**src/rtl/snake_pkg.sv**
```systemverilog
// rtl/snake_pkg.sv - shared types and constants for the snake game engine
package snake_pkg;

  typedef enum logic [1:0] {
    UP    = 2'd0,
    RIGHT = 2'd1,
    DOWN  = 2'd2,
    LEFT  = 2'd3
  } dir_t;

  typedef enum logic [2:0] {
    IDLE,
    RUN,
    STEP,
    CHECK,
    OVER
  } state_t;

  typedef struct packed {
    logic [15:0] x;
    logic [15:0] y;
  } coord_t;

  localparam logic [2:0] ADDR_DIR    = 3'd0;
  localparam logic [2:0] ADDR_CTRL   = 3'd1;
  localparam logic [2:0] ADDR_FOOD_X = 3'd2;
  localparam logic [2:0] ADDR_FOOD_Y = 3'd3;

  localparam logic [15:0] RESET_HEAD_X = 16'd50;
  localparam logic [15:0] RESET_HEAD_Y = 16'd40;
  localparam logic [15:0] RESET_TAIL_X = 16'd51;
  localparam logic [15:0] RESET_TAIL_Y = 16'd40;

  // Opposite directions differ only in bit 1 of the encoding.
  function automatic logic is_reverse(dir_t a, dir_t b);
    return (a ^ b) == 2'd2;
  endfunction

endpackage

```
**src/rtl/snake_tick.sv**
```systemverilog
// rtl/snake_tick.sv - game tick counter with enable and clear, one-cycle tick on wrap
module snake_tick #(
  parameter int CYCLES = 4
) (
  input  logic clk,
  input  logic reset,
  input  logic en,
  input  logic clr,
  output logic tick
);
  localparam int CW = (CYCLES > 1) ? $clog2(CYCLES) : 1;
  localparam logic [CW-1:0] LAST = CW'(CYCLES - 1);

  logic [CW-1:0] count_q, count_d;

  always_comb begin
    tick    = en && (count_q == LAST);
    count_d = count_q;
    if (clr || tick) begin
      count_d = '0;
    end else if (en) begin
      count_d = count_q + CW'(1);
    end
  end

  always_ff @(posedge clk) begin
    if (reset) begin
      count_q <= '0;
    end else begin
      count_q <= count_d;
    end
  end

endmodule

```
**src/rtl/snake_engine.sv**
```systemverilog
// rtl/snake_engine.sv - snake game-logic FSM with register window, body store and collision checks
module snake_engine
  import snake_pkg::*;
#(
  parameter int GRID_W      = 53,
  parameter int GRID_H      = 80,
  parameter int MAX_LEN     = 6,
  parameter int TICK_CYCLES = 5_000_000
) (
  input  logic        clk,
  input  logic        reset,
  input  logic        chipselect,
  input  logic        write,
  input  logic [2:0]  address,
  input  logic [15:0] writedata,
  output logic [15:0] head_x,
  output logic [15:0] head_y,
  output logic [15:0] snake_length,
  output logic        step_pulse,
  output logic        game_over,
  output logic [15:0] score
);
  state_t      state_q, state_d;
  dir_t        cur_dir_q, cur_dir_d;
  dir_t        pending_dir_q, pending_dir_d;
  logic        pause_q, pause_d;
  logic [15:0] food_x_q, food_x_d;
  logic [15:0] food_y_q, food_y_d;
  coord_t      body_q [MAX_LEN];
  coord_t      body_d [MAX_LEN];
  logic [15:0] len_q, len_d;
  logic [15:0] score_q, score_d;
  logic        game_over_q, game_over_d;
  logic        step_pulse_q, step_pulse_d;
  coord_t      next_head_q, next_head_d;
  logic        wall_hit_q, wall_hit_d;

  logic   wr_en, start_req, reload, tick, self_hit, step_wall;
  coord_t step_head;
  dir_t   wr_dir, guard_dir;

  function automatic coord_t reset_cell(int i);
    coord_t c;
    c = '0;
    if (i == 0) c = '{x: RESET_HEAD_X, y: RESET_HEAD_Y};
    else if (i == 1) c = '{x: RESET_TAIL_X, y: RESET_TAIL_Y};
    return c;
  endfunction

  snake_tick #(.CYCLES(TICK_CYCLES)) u_tick (
    .clk   (clk),
    .reset (reset),
    .en    (state_q == RUN && !pause_q),
    .clr   (state_q != RUN),
    .tick  (tick)
  );

  assign wr_en     = chipselect && write;
  assign start_req = wr_en && (address == ADDR_CTRL) && writedata[0];
  assign wr_dir    = dir_t'(writedata[1:0]);
  // During STEP the pending direction is about to become current, so guard against its reverse.
  assign guard_dir = (state_q == STEP) ? pending_dir_q : cur_dir_q;

  // Wall test precedes the arithmetic so coordinates never wrap.
  always_comb begin
    step_head = body_q[0];
    step_wall = 1'b0;
    case (pending_dir_q)
      UP:      if (body_q[0].y == 16'd0) step_wall = 1'b1;
               else step_head.y = body_q[0].y - 16'd1;
      RIGHT:   if (body_q[0].x == 16'(GRID_W - 1)) step_wall = 1'b1;
               else step_head.x = body_q[0].x + 16'd1;
      DOWN:    if (body_q[0].y == 16'(GRID_H - 1)) step_wall = 1'b1;
               else step_head.y = body_q[0].y + 16'd1;
      default: if (body_q[0].x == 16'd0) step_wall = 1'b1;
               else step_head.x = body_q[0].x - 16'd1;
    endcase
  end

  // The tail segment leaves its cell on this step, so it cannot be hit.
  always_comb begin
    self_hit = 1'b0;
    for (int i = 1; i < MAX_LEN - 1; i++) begin
      if ((i + 1) < int'(len_q) && body_q[i] == next_head_q) self_hit = 1'b1;
    end
  end

  always_comb begin
    state_d       = state_q;
    cur_dir_d     = cur_dir_q;
    pending_dir_d = pending_dir_q;
    pause_d       = pause_q;
    food_x_d      = food_x_q;
    food_y_d      = food_y_q;
    body_d        = body_q;
    len_d         = len_q;
    score_d       = score_q;
    game_over_d   = game_over_q;
    step_pulse_d  = 1'b0;
    next_head_d   = next_head_q;
    wall_hit_d    = wall_hit_q;
    reload        = 1'b0;

    if (wr_en) begin
      case (address)
        ADDR_DIR:    if (!is_reverse(wr_dir, guard_dir)) pending_dir_d = wr_dir;
        ADDR_CTRL:   pause_d = writedata[1];
        ADDR_FOOD_X: food_x_d = writedata;
        ADDR_FOOD_Y: food_y_d = writedata;
        default:     ;
      endcase
    end

    case (state_q)
      IDLE, OVER: reload = start_req;
      RUN:        if (tick) state_d = STEP;
      STEP: begin
        cur_dir_d   = pending_dir_q;
        next_head_d = step_head;
        wall_hit_d  = step_wall;
        state_d     = CHECK;
      end
      CHECK: begin
        state_d = RUN;
        if (wall_hit_q || self_hit) begin
          state_d     = OVER;
          game_over_d = 1'b1;
        end else begin
          for (int i = MAX_LEN - 1; i > 0; i--) body_d[i] = body_q[i-1];
          body_d[0]    = next_head_q;
          step_pulse_d = 1'b1;
          if (next_head_q.x == food_x_q && next_head_q.y == food_y_q) begin
            score_d = score_q + 16'd1;
            if (len_q < 16'(MAX_LEN)) len_d = len_q + 16'd1;
          end
        end
      end
      default: state_d = IDLE;
    endcase

    if (reload) begin
      state_d       = RUN;
      cur_dir_d     = LEFT;
      pending_dir_d = LEFT;
      len_d         = 16'd2;
      score_d       = '0;
      game_over_d   = 1'b0;
      for (int i = 0; i < MAX_LEN; i++) body_d[i] = reset_cell(i);
    end
  end

  always_ff @(posedge clk) begin
    if (reset) begin
      state_q       <= IDLE;
      cur_dir_q     <= LEFT;
      pending_dir_q <= LEFT;
      pause_q       <= 1'b0;
      food_x_q      <= '0;
      food_y_q      <= '0;
      for (int i = 0; i < MAX_LEN; i++) body_q[i] <= reset_cell(i);
      len_q         <= 16'd2;
      score_q       <= '0;
      game_over_q   <= 1'b0;
      step_pulse_q  <= 1'b0;
      next_head_q   <= '0;
      wall_hit_q    <= 1'b0;
    end else begin
      state_q       <= state_d;
      cur_dir_q     <= cur_dir_d;
      pending_dir_q <= pending_dir_d;
      pause_q       <= pause_d;
      food_x_q      <= food_x_d;
      food_y_q      <= food_y_d;
      body_q        <= body_d;
      len_q         <= len_d;
      score_q       <= score_d;
      game_over_q   <= game_over_d;
      step_pulse_q  <= step_pulse_d;
      next_head_q   <= next_head_d;
      wall_hit_q    <= wall_hit_d;
    end
  end

  assign head_x       = body_q[0].x;
  assign head_y       = body_q[0].y;
  assign snake_length = len_q;
  assign step_pulse   = step_pulse_q;
  assign game_over    = game_over_q;
  assign score        = score_q;

endmodule

```
**config.mk**
```make
export PLATFORM = sky130hd
export DESIGN_NAME = snake_engine
export DESIGN_NICKNAME = d
export VERILOG_FILES = /design/src/rtl/snake_pkg.sv /design/src/rtl/snake_tick.sv /design/src/rtl/snake_engine.sv
export SDC_FILE = /design/constraint.sdc
export NUM_CORES = 1
export LEC_CHECK = 0
export BUFFER_PORTS_ARGS = -buffer_cell sky130_fd_sc_hd__buf_2
export CORE_MARGIN = 2
export CORE_UTILIZATION = 55
export DETAILED_ROUTE_END_ITERATION = 8
export PLACE_DENSITY = 0.76
export SKIP_LAST_GASP = 1
export SLEW_MARGIN = 20
export SYNTH_ARGS = -nofsm -noshare
export SYNTH_HDL_FRONTEND = slang
export SYNTH_SLANG_ARGS = --single-unit
```
**constraint.sdc**
```tcl
create_clock -name clk -period 2.48 [get_ports clk]
set_input_delay 0.372 -clock clk [delete_from_list [all_inputs] [get_ports clk]]
set_output_delay 0.372 -clock clk [all_outputs]
set_load 0.05 [all_outputs]
```
==> results.toml, run 1 <==
[final_layout]
fin_util_pct = 69.5
register_area_sq_mm = 0.00585
fin_cells = 2142
n_fill_cell = 1853
multi_input_area_sq_mm = 0.00813
num-nets-final = 1817
diodes = 0
areaGrowthSynthToFinish_pct = 25.1
drive_gt1_share_pct = 23.0

[clocking]
htreeDepth = 1
cts_tree = "built"
cts_sinks = 290
path_clk_slew_ns = 0.06
clk_root_buffer_cell = "clkbuf_16"
cts_buffers = 30
clock_path_buffers = 3
hold_buffers = 0
clkLatencyLatePin_ns = 0.57

[sta]
fin_crit_ns = 2.65
fin_crit_sh_pct = 107
rsz0062_at_grt = "yes"
setup_viol = 177
hold_viol = 0
worstMarginPinSlew_ns = 0.736
fmax_mhz = 377
final_max_slew_viol_count = 0
skew_ns = 0.0112
max_slew_margin_pct = 51.0
fin_ws_ns = -0.172
hold_slack_ns = 0.0572

[synthesis]
yosysUniqueCellTypes = 62
yosysWarnings = 0
yosysSeqAreaShare_pct = 40.4
synthCells = 1652
yosysMostFrequentCell = "nand2_1"
syn_area_sq_mm = 0.0144
synthesis.nets = 1685
yosysTopAreaCell = "dfxtp_1"
synthTopCellsByArea = "dfxtp_1 (40%), mux2i_1 (12%), xnor2_1 (12%)"
syn_avg_cell_area_sq_um = 8.69
synth_seq_cells = 290
synth_flop_cell = "dfxtp_1"
synth_top_area_share_pct = 40.4
synth_edf_count = 0
ys_top_cells_by_count = "nand2_1 (327), dfxtp_1 (290), xnor2_1 (190), mux2i_1 (172), nor2_1 (93)"
async_flop_share_pct = 0

[routing]
wl_microns = 45200
drc_errors = 0
wl_per_cell_microns = 21.1
avgViaCountPerCell = 5.99
ant_nets = 0
vias = 12820
dr.pass1.iters = 7
drtIter0Drc = 1362

[grt]
antenna_found_initial = 0
grt_pass1_wl_microns = 64800
track_usage_pct = 30.5
grt_overflow = 0
grt_pass1_vias = 11932
grt_max_degree = 73

[critical_path]
cpMostUsedCell = "buf_6"
crit_slowest_cell = "nor4_4"
path_max_fanout = 8
r2r_end = "body_q[130]"
end_kind = "register"
r2r_start = "next_head_q[27]"
reg2regPathDepth = 11
rrSetupSlack_ns = -0.17
cp_data_required_time_ns = 2.96
critPathTopFamily = "simple AND/OR/NAND/NOR gates"
crit_chain = "buf_6, buf_6, xnor2_4, nand4_1, nor4_4, o311ai_4, nand3_2, or3_4, buf_4, clkbuf_16, mux2i_1"
worst-path-buf-inv = 4
max_stage_delay_ns = 0.49
cp-start-kind = "register"
worstPathArrival_ns = 3.14
worstSetupPathType = "register to register"

[power]
leakage_nw = 6.99
p_per_area_mw_per_mm2 = 722
vdd_drop_max_v = 0.000590

[floorplan]
dieArea_sq_mm = 0.0274
io_pins = 89
die_x_microns = 166
rows = 59
fp.dieH_microns = 166
start_util_pct = 55.6
coreArea_sq_mm = 0.0258

[run]
cap_violations = 0

[place]
pre_cts_slack_ns = -0.283
dp_cells = 2051
gp_congestion = 0.954
numPortBuffers = 88
dp_hpwl_microns = 29900

[status]
outcome = "finished with violations"
violations = "negative setup slack"

[worst_hold_path]
whs_endpoint = "food_x_q[10]"
hold_class = "input port to register"
hp-start = "writedata[10]"
hold_depth = 3
==> logic make-up after synthesis <==
kind of cell    Yosys count  synth area share [%]
fa+ha+maj                10                 0.871
mux                     173                  12.1
xor+xnor                208                  12.7
flops                   290                  40.4
simple gates            646                  21.1
compound gates          152                  6.56
buf+inv                 173                  6.23
==> layer usage <==
layer  track usage (%)  vias up  part of all wire, %  wire length [microns]
li1                  -     5864                    -                      -
met1              39.9     6109                   40                  18200
met2              47.6      686                   45                  20400
met3              5.89      161                  8.9                   4010
met4              16.3        0                  5.7                   2570
met5                 0        -                    0                      0
==> state kept, by name, summed over array words and instances (netlist names), 2 cells and up <==
register,cells
body_q,128
cur_dir_q,2
food_x_q,16
food_y_q,16
head_x,16
head_y,16
next_head_q,32
pending_dir_q,2
score,16
snake_length,16
state_q,3
u_tick.count_q,23
==> what timing repair did <==
item | CTS | global route
cloned | 4 | 13
buffers inserted | 9 | 13
pin swaps | 10 | 49
resized for setup | 60 | 66
endpoints found under the setup margin | 180 | 181
==> power breakdown <==
| part | switching, mW | total [mW] | internal (mW) |
|---|---|---|---|
| clock | 1.96 | 5.00 | 3.04 |
| sequential | 0.149 | 4.93 | 4.78 |
| combinational | 1.66 | 3.05 | 1.38 |
| total | 3.77 | 13.0 | 9.20 |
==> tightest hold or removal path, cell delays in order <==
cell and delay [ns]:
buf_2 0.11, nand2_1 0.05, a21oi_1 0.05
==> final cells by class <==
type | count | share of cell area (%)
Sequential cell | 290 | 32.6
Timing Repair Buffer | 257 | 13.4
Clock buffer | 42 | 4.77
Inverter | 16 | 0.334
Tap cell | 335 | 2.33
Clock inverter | 13 | 1.29
Multi-Input combinational cell | 1189 | 45.3
==> placed cells by master (no fill, tap or decap), types with 16 or more instances in the layout <==
cell type  synthesis  final
dfxtp_2            0     26
buf_2             46     88
a21oi_1           75     70
xnor2_2            0     22
and2_1            17     17
clkbuf_16          0     43
buf_6              8     16
buf_4             34    109
mux2i_1          172    166
dfxtp_1          290    261
xnor2_1          190    165
buf_12             0     28
nand4_1           54     54
nand3_1           35     33
xor2_1            18     18
nor2_1            93     92
nand2_1          327    325
==> stage by stage <==
step | power [mW] | instance area (sq um) | setup TNS [ns]
floorplan | 6.38 | 14400 | 0
global placement | 7.60 | 15700 | -29.66
detailed placement | 7.62 | 15700 | -34.37
CTS | 12.7 | 17300 | -1.05
global route | 13.3 | 18000 | -24.19
finish | 13.0 | 18000 | -17.40
==> worst max path at each step <==
stage / from / endpoint / slack, ns / cells after the start
after floorplan: snake_length[11] / body_q[131] / 0.03 / 10
after global placement: next_head_q[27] / body_q[53] / -0.22 / 11
after detailed placement: next_head_q[27] / body_q[143] / -0.28 / 11
after CTS: food_x_q[13] / score[12] / -0.1 / 10
after global routing: next_head_q[27] / body_q[130] / -0.22 / 11
final: next_head_q[27] / body_q[130] / -0.17 / 11
Power figures use the tool's default switching activity.
==> run 2, diff against run 1 <==
- CELL_PAD_IN_SITES_DETAIL_PLACEMENT: unset -> 2
- CELL_PAD_IN_SITES_GLOBAL_PLACEMENT: unset -> 2
- CORE_UTILIZATION: 55 -> 34
- PLACE_DENSITY: 0.76 -> unset
- PLACE_DENSITY_LB_ADDON: unset -> 0.1
==> results.toml, run 2 (synthesized netlist as in run 1, its figures left out) <==
[status]
outcome = "finished with violations"
violations = "negative setup slack"

[clocking]
cts_tree = "built"
cts_sinks = 290
clk_root_buffer_cell = "clkbuf_16"
clkLatencyLatePin_ns = 0.55
hold_buffers = 0
htreeDepth = 2
clock_path_buffers = 3
path_clk_slew_ns = 0.06
cts_buffers = 37

[critical_path]
rrSetupSlack_ns = -0.14
worstSetupPathType = "register to register"
end_kind = "register"
r2r_end = "body_q[83]"
path_max_fanout = 16
worstPathArrival_ns = 3.09
endpoint = "body_q[83]"
reg2regPathDepth = 11
cp-start-kind = "register"
cp_data_required_time_ns = 2.95
r2r_start = "next_head_q[2]"
crit_path_start = "next_head_q[2]"

[final_layout]
fin_area_sq_mm = 0.0183
largest_reg_flops = 128
n_fill_cell = 4535
regMostFlops = "body_q"
final_common_cell = "nand2_1"
drive_gt1_share_pct = 22.4
diodes = 0
largestRegisters = "body_q x128, next_head_q x32, u_tick.count_q x23"
areaGrowthSynthToFinish_pct = 27.5
num-nets-final = 1836
mostFrequentLayoutCells = "nand2_1 (325), dfxtp_1 (274), xnor2_1 (174)"

[routing]
ant_nets = 0
dr.pass1.iters = 4
vias = 12343
avgViaCountPerCell = 5.21
wl_per_cell_microns = 22.9
drc_errors = 0
drtIter0Drc = 547
wl_microns = 54200

[power]
p_per_area_mw_per_mm2 = 756
vdd_drop_max_v = 0.000496
leakage_nw = 7.05

[sta]
fmax_mhz = 381
hold_viol = 0
fin_crit_ns = 2.62
setup_viol = 152
worstMarginPinSlew_ns = 0.659
max_slew_margin_pct = 56.1
final_max_slew_viol_count = 0
rsz0062_at_grt = "yes"
fin_crit_sh_pct = 106
fin_ws_ns = -0.145
finalSetupTns_ns = -9.47
skew_ns = 0.0124

[grt]
grt_pass1_vias = 13227
track_usage_pct = 24.4
grt_pass1_wl_microns = 81700
antenna_found_initial = 0
grt_overflow = 0
grt_max_degree = 70

[run]
cap_violations = 0

[floorplan]
io_pins = 89
dieArea_sq_mm = 0.0439
coreArea_sq_mm = 0.0419
fp.dieH_microns = 209
die_x_microns = 209
start_util_pct = 34.3
rows = 75

[place]
place_area_sq_mm = 0.0161
numPortBuffers = 88
dp_hpwl_microns = 39000
gp_congestion = 0.848

[worst_hold_path]
hold_class = "input port to register"
-- run 2: metrics by stage --
stage	setup slack [ns]	utilization, %	hold slack (ns)	std cells	power, mW
final	-0.145	43.7	0.0784	2367	13.8
after global routing	-0.336	43.7	0.0689	2367	14.5
after CTS	-0.0878	42.8	0.0522	2354	13.9
after detailed placement	-0.327	38.6	0.456	2281	7.92
after global placement	-0.315	38.6	0.446	2281	7.88
after floorplan	0.0295	-	0.431	1652	6.38
-- run 2: per-layer routing --
metal / up-vias / wire length (microns) / track usage (%)
met5: - / 0 / 0
met4: 0 / 1540 / 7.65
met3: 65 / 1380 / 3.14
met2: 162 / 26000 / 41.2
met1: 6204 / 25300 / 32.5
li1: 5912 / - / -
-- run 2: how the worst min path moves through the flow --
stage | start | endpoint | slack [ns] | depth (start not counted)
2_1_floorplan | wall_hit_q | wall_hit_q | 0.43 | 2
3_3_place_gp | snake_length[10] | snake_length[10] | 0.45 | 1
3_5_place_dp | snake_length[4] | snake_length[4] | 0.46 | 1
4_1_cts | writedata[8] | food_y_q[8] | 0.05 | 3
5_1_grt | writedata[3] | food_x_q[3] | 0.07 | 3
6_report | writedata[15] | food_x_q[15] | 0.08 | 3
-- run 2: layout make-up --
type	count	area [sq um]	area share (%)
flip-flops and latches	290	5830	31.8
clock buffers	56	1130	6.17
repair buffers	269	2370	13.0
clock inverters	8	148	0.806
multi-input cells	1189	8100	44.2
well taps	539	674	3.68
inverters	16	60.1	0.328
-- run 2: critical path, stage by stage (launching register included) --
cell and delay, ns:
dfxtp_1 0.38, buf_4 0.24, xnor2_1 0.17, nand4_1 0.17, nor4_1 0.32, buf_4 0.19, o211ai_1 0.15, nand3_2 0.12
or3_4 0.20, buf_6 0.16, buf_16 0.18, mux2i_1 0.23
-- run 2: power breakdown --
part	total, mW	switching, mW	internal [mW]
Clock	5.71	2.16	3.55
Sequential	4.90	0.128	4.77
Combinational	3.24	1.80	1.43
Total	13.8	4.10	9.75
-- run 2: timing repair --
item | 4_1_cts | 5_1_grt
endpoints found under the setup margin | 182 | 190
buffers inserted | 4 | 9
gates cloned | 5 | 6
pin swaps | 10 | 15
gates resized for setup | 57 | 47
endpoints found under the hold margin | 0 | 0
==> run 3, diff against run 2 <==
==> constraint.sdc (replaced) <==
create_clock -name clk -period 2.48 [get_ports clk]
set_input_delay 0.744 -clock clk [delete_from_list [all_inputs] [get_ports clk]]
set_output_delay 0.744 -clock clk [all_outputs]
set_load 0.05 [all_outputs]
==> results.toml, run 3 (synthesized netlist as in run 1, its figures left out) <==
[status]
outcome = "finished with violations"
violations = "negative setup slack"

[critical_path]
worstSetupPathType = "register to register"
end_kind = "register"
max_stage_delay_ns = 0.35
rrSetupSlack_ns = -0.23
crit_slowest_cell = "xnor2_1"
crit_chain = "buf_12, xnor2_1, nand4_1, nor4_1, buf_4, a31o_4, nand4b_1, nor2_4, buf_12, buf_12, buf_16, mux2i_1"
worstPathArrival_ns = 3.19
path_max_fanout = 7
cp_data_required_time_ns = 2.96
cp-start-kind = "register"
cpMostUsedCell = "buf_12"

[run]
cap_violations = 0

[sta]
fin_crit_sh_pct = 109
max_slew_margin_pct = 62.6
fin_crit_ns = 2.71
skew_ns = 0.0315
fmax_mhz = 369
worstMarginPinSlew_ns = 0.557
hold_viol = 0
setup_viol = 177
fin_ws_ns = -0.230
rsz0062_at_grt = "yes"
final_max_slew_viol_count = 0

[clocking]
clkLatencyLatePin_ns = 0.58
clock_path_buffers = 3
cts_sinks = 290
cts_tree = "built"
clk_root_buffer_cell = "clkbuf_16"
path_clk_slew_ns = 0.06
htreeDepth = 2
cts_buffers = 37
hold_buffers = 0

[power]
clkPwrFrac_pct = 41.1
p_sw_share_pct = 30.2
power_mw = 14.4
vdd_drop_max_v = 0.000592
seqPwrFrac_pct = 34.1
leakage_nw = 7.30
p_per_area_mw_per_mm2 = 754
power.switching_mw = 4.34
p_comb_share_pct = 24.8
p_int_mw = 10.0

[final_layout]
drive_gt1_share_pct = 26.6
largestRegisters = "body_q x128, next_head_q x32, u_tick.count_q x23"
num-nets-final = 1870
areaGrowthSynthToFinish_pct = 32.9
final_common_cell = "nand2_1"
largest_reg_flops = 128
mostFrequentLayoutCells = "nand2_1 (325), dfxtp_1 (261), xnor2_1 (159)"
fin_util_pct = 45.6
regMostFlops = "body_q"
fin_cells = 2401
diodes = 0

[place]
dp_cells = 2285
dp_hpwl_microns = 40900
gp_congestion = 0.854
numPortBuffers = 88

[routing]
wl_per_cell_microns = 25.0
drc_errors = 0
dr.pass1.iters = 5
avgViaCountPerCell = 5.36
drtIter0Drc = 665
vias = 12876
ant_nets = 0
wl_microns = 60000

[floorplan]
fp.dieH_microns = 209
start_util_pct = 34.3
rows = 75
coreArea_sq_mm = 0.0419
dieArea_sq_mm = 0.0439
io_pins = 89
die_x_microns = 209

[worst_hold_path]
hold_class = "input port to register"

[grt]
track_usage_pct = 25.6
antenna_found_initial = 1
grt_pass1_vias = 13636
grt_max_degree = 47
grt_overflow = 0
grt_pass1_wl_microns = 85200
[run 3: per-layer routing]
layer / GRT usage (%) / share of wire, %
met5: 0 / 0
met4: 8.00 / 2.7
met3: 4.00 / 2.9
met2: 43.6 / 49
met1: 33.4 / 45
[run 3: power groups by stage]
| stage | Combinational [mW] | Sequential (mW) | Clock, mW |
|---|---|---|---|
| final | 3.57 | 4.90 | 5.91 |
| after global routing | 3.74 | 4.91 | 6.24 |
| after CTS | 3.13 | 4.88 | 6.00 |
| after detailed placement | 2.92 | 4.98 | 0 |
| after global placement | 2.87 | 4.98 | 0 |
| after floorplan | 1.48 | 4.90 | 0 |
[run 3: stage by stage]
step,hold WS (ns),TNS [ns],setup WS (ns),area (sq um)
floorplan,0.431,0,0.0295,14400
global placement,0.444,-16.09,-0.345,16200
detailed placement,0.456,-22.01,-0.413,16200
CTS,0.416,-11.58,-0.128,18200
global route,0.439,-40.49,-0.334,19100
finish,0.442,-22.29,-0.230,19100
[run 3: cell type report]
cell class	instances	area, sq um
Multi-Input combinational cell	1189	8340
Clock buffer	50	1030
Clock inverter	14	258
Tap cell	539	674
Timing Repair Buffer	303	2860
Sequential cell	290	5850
Inverter	16	60.1
Fill cell	4446	22800
[run 3: repair_timing]
action / CTS / global route
gates resized for setup: 71 / 96
buffers inserted: 7 / 30
setup endpoints to repair: 181 / 198
pin swaps: 13 / 19
gates cloned: 8 / 9
[run 3: worst paths after layout]
path / cells past startpoint / start / end
max: 12 / next_head_q[25] / body_q[113]
min: 3 / writedata[8] / food_y_q[8]
max reg2reg: 12 / next_head_q[25] / body_q[113]
min reg2reg: 2 / food_x_q[1] / food_x_q[1]
[run 3: worst max-delay path, delay by kind of cell (launching register included)]
| kind | cells | cell delay (ns) |
|---|---|---|
| flops | 1 | 0.34 |
| compound gates | 1 | 0.18 |
| xor+xnor | 1 | 0.35 |
| buf+inv | 5 | 0.78 |
| mux | 1 | 0.19 |
| simple gates | 4 | 0.79 |
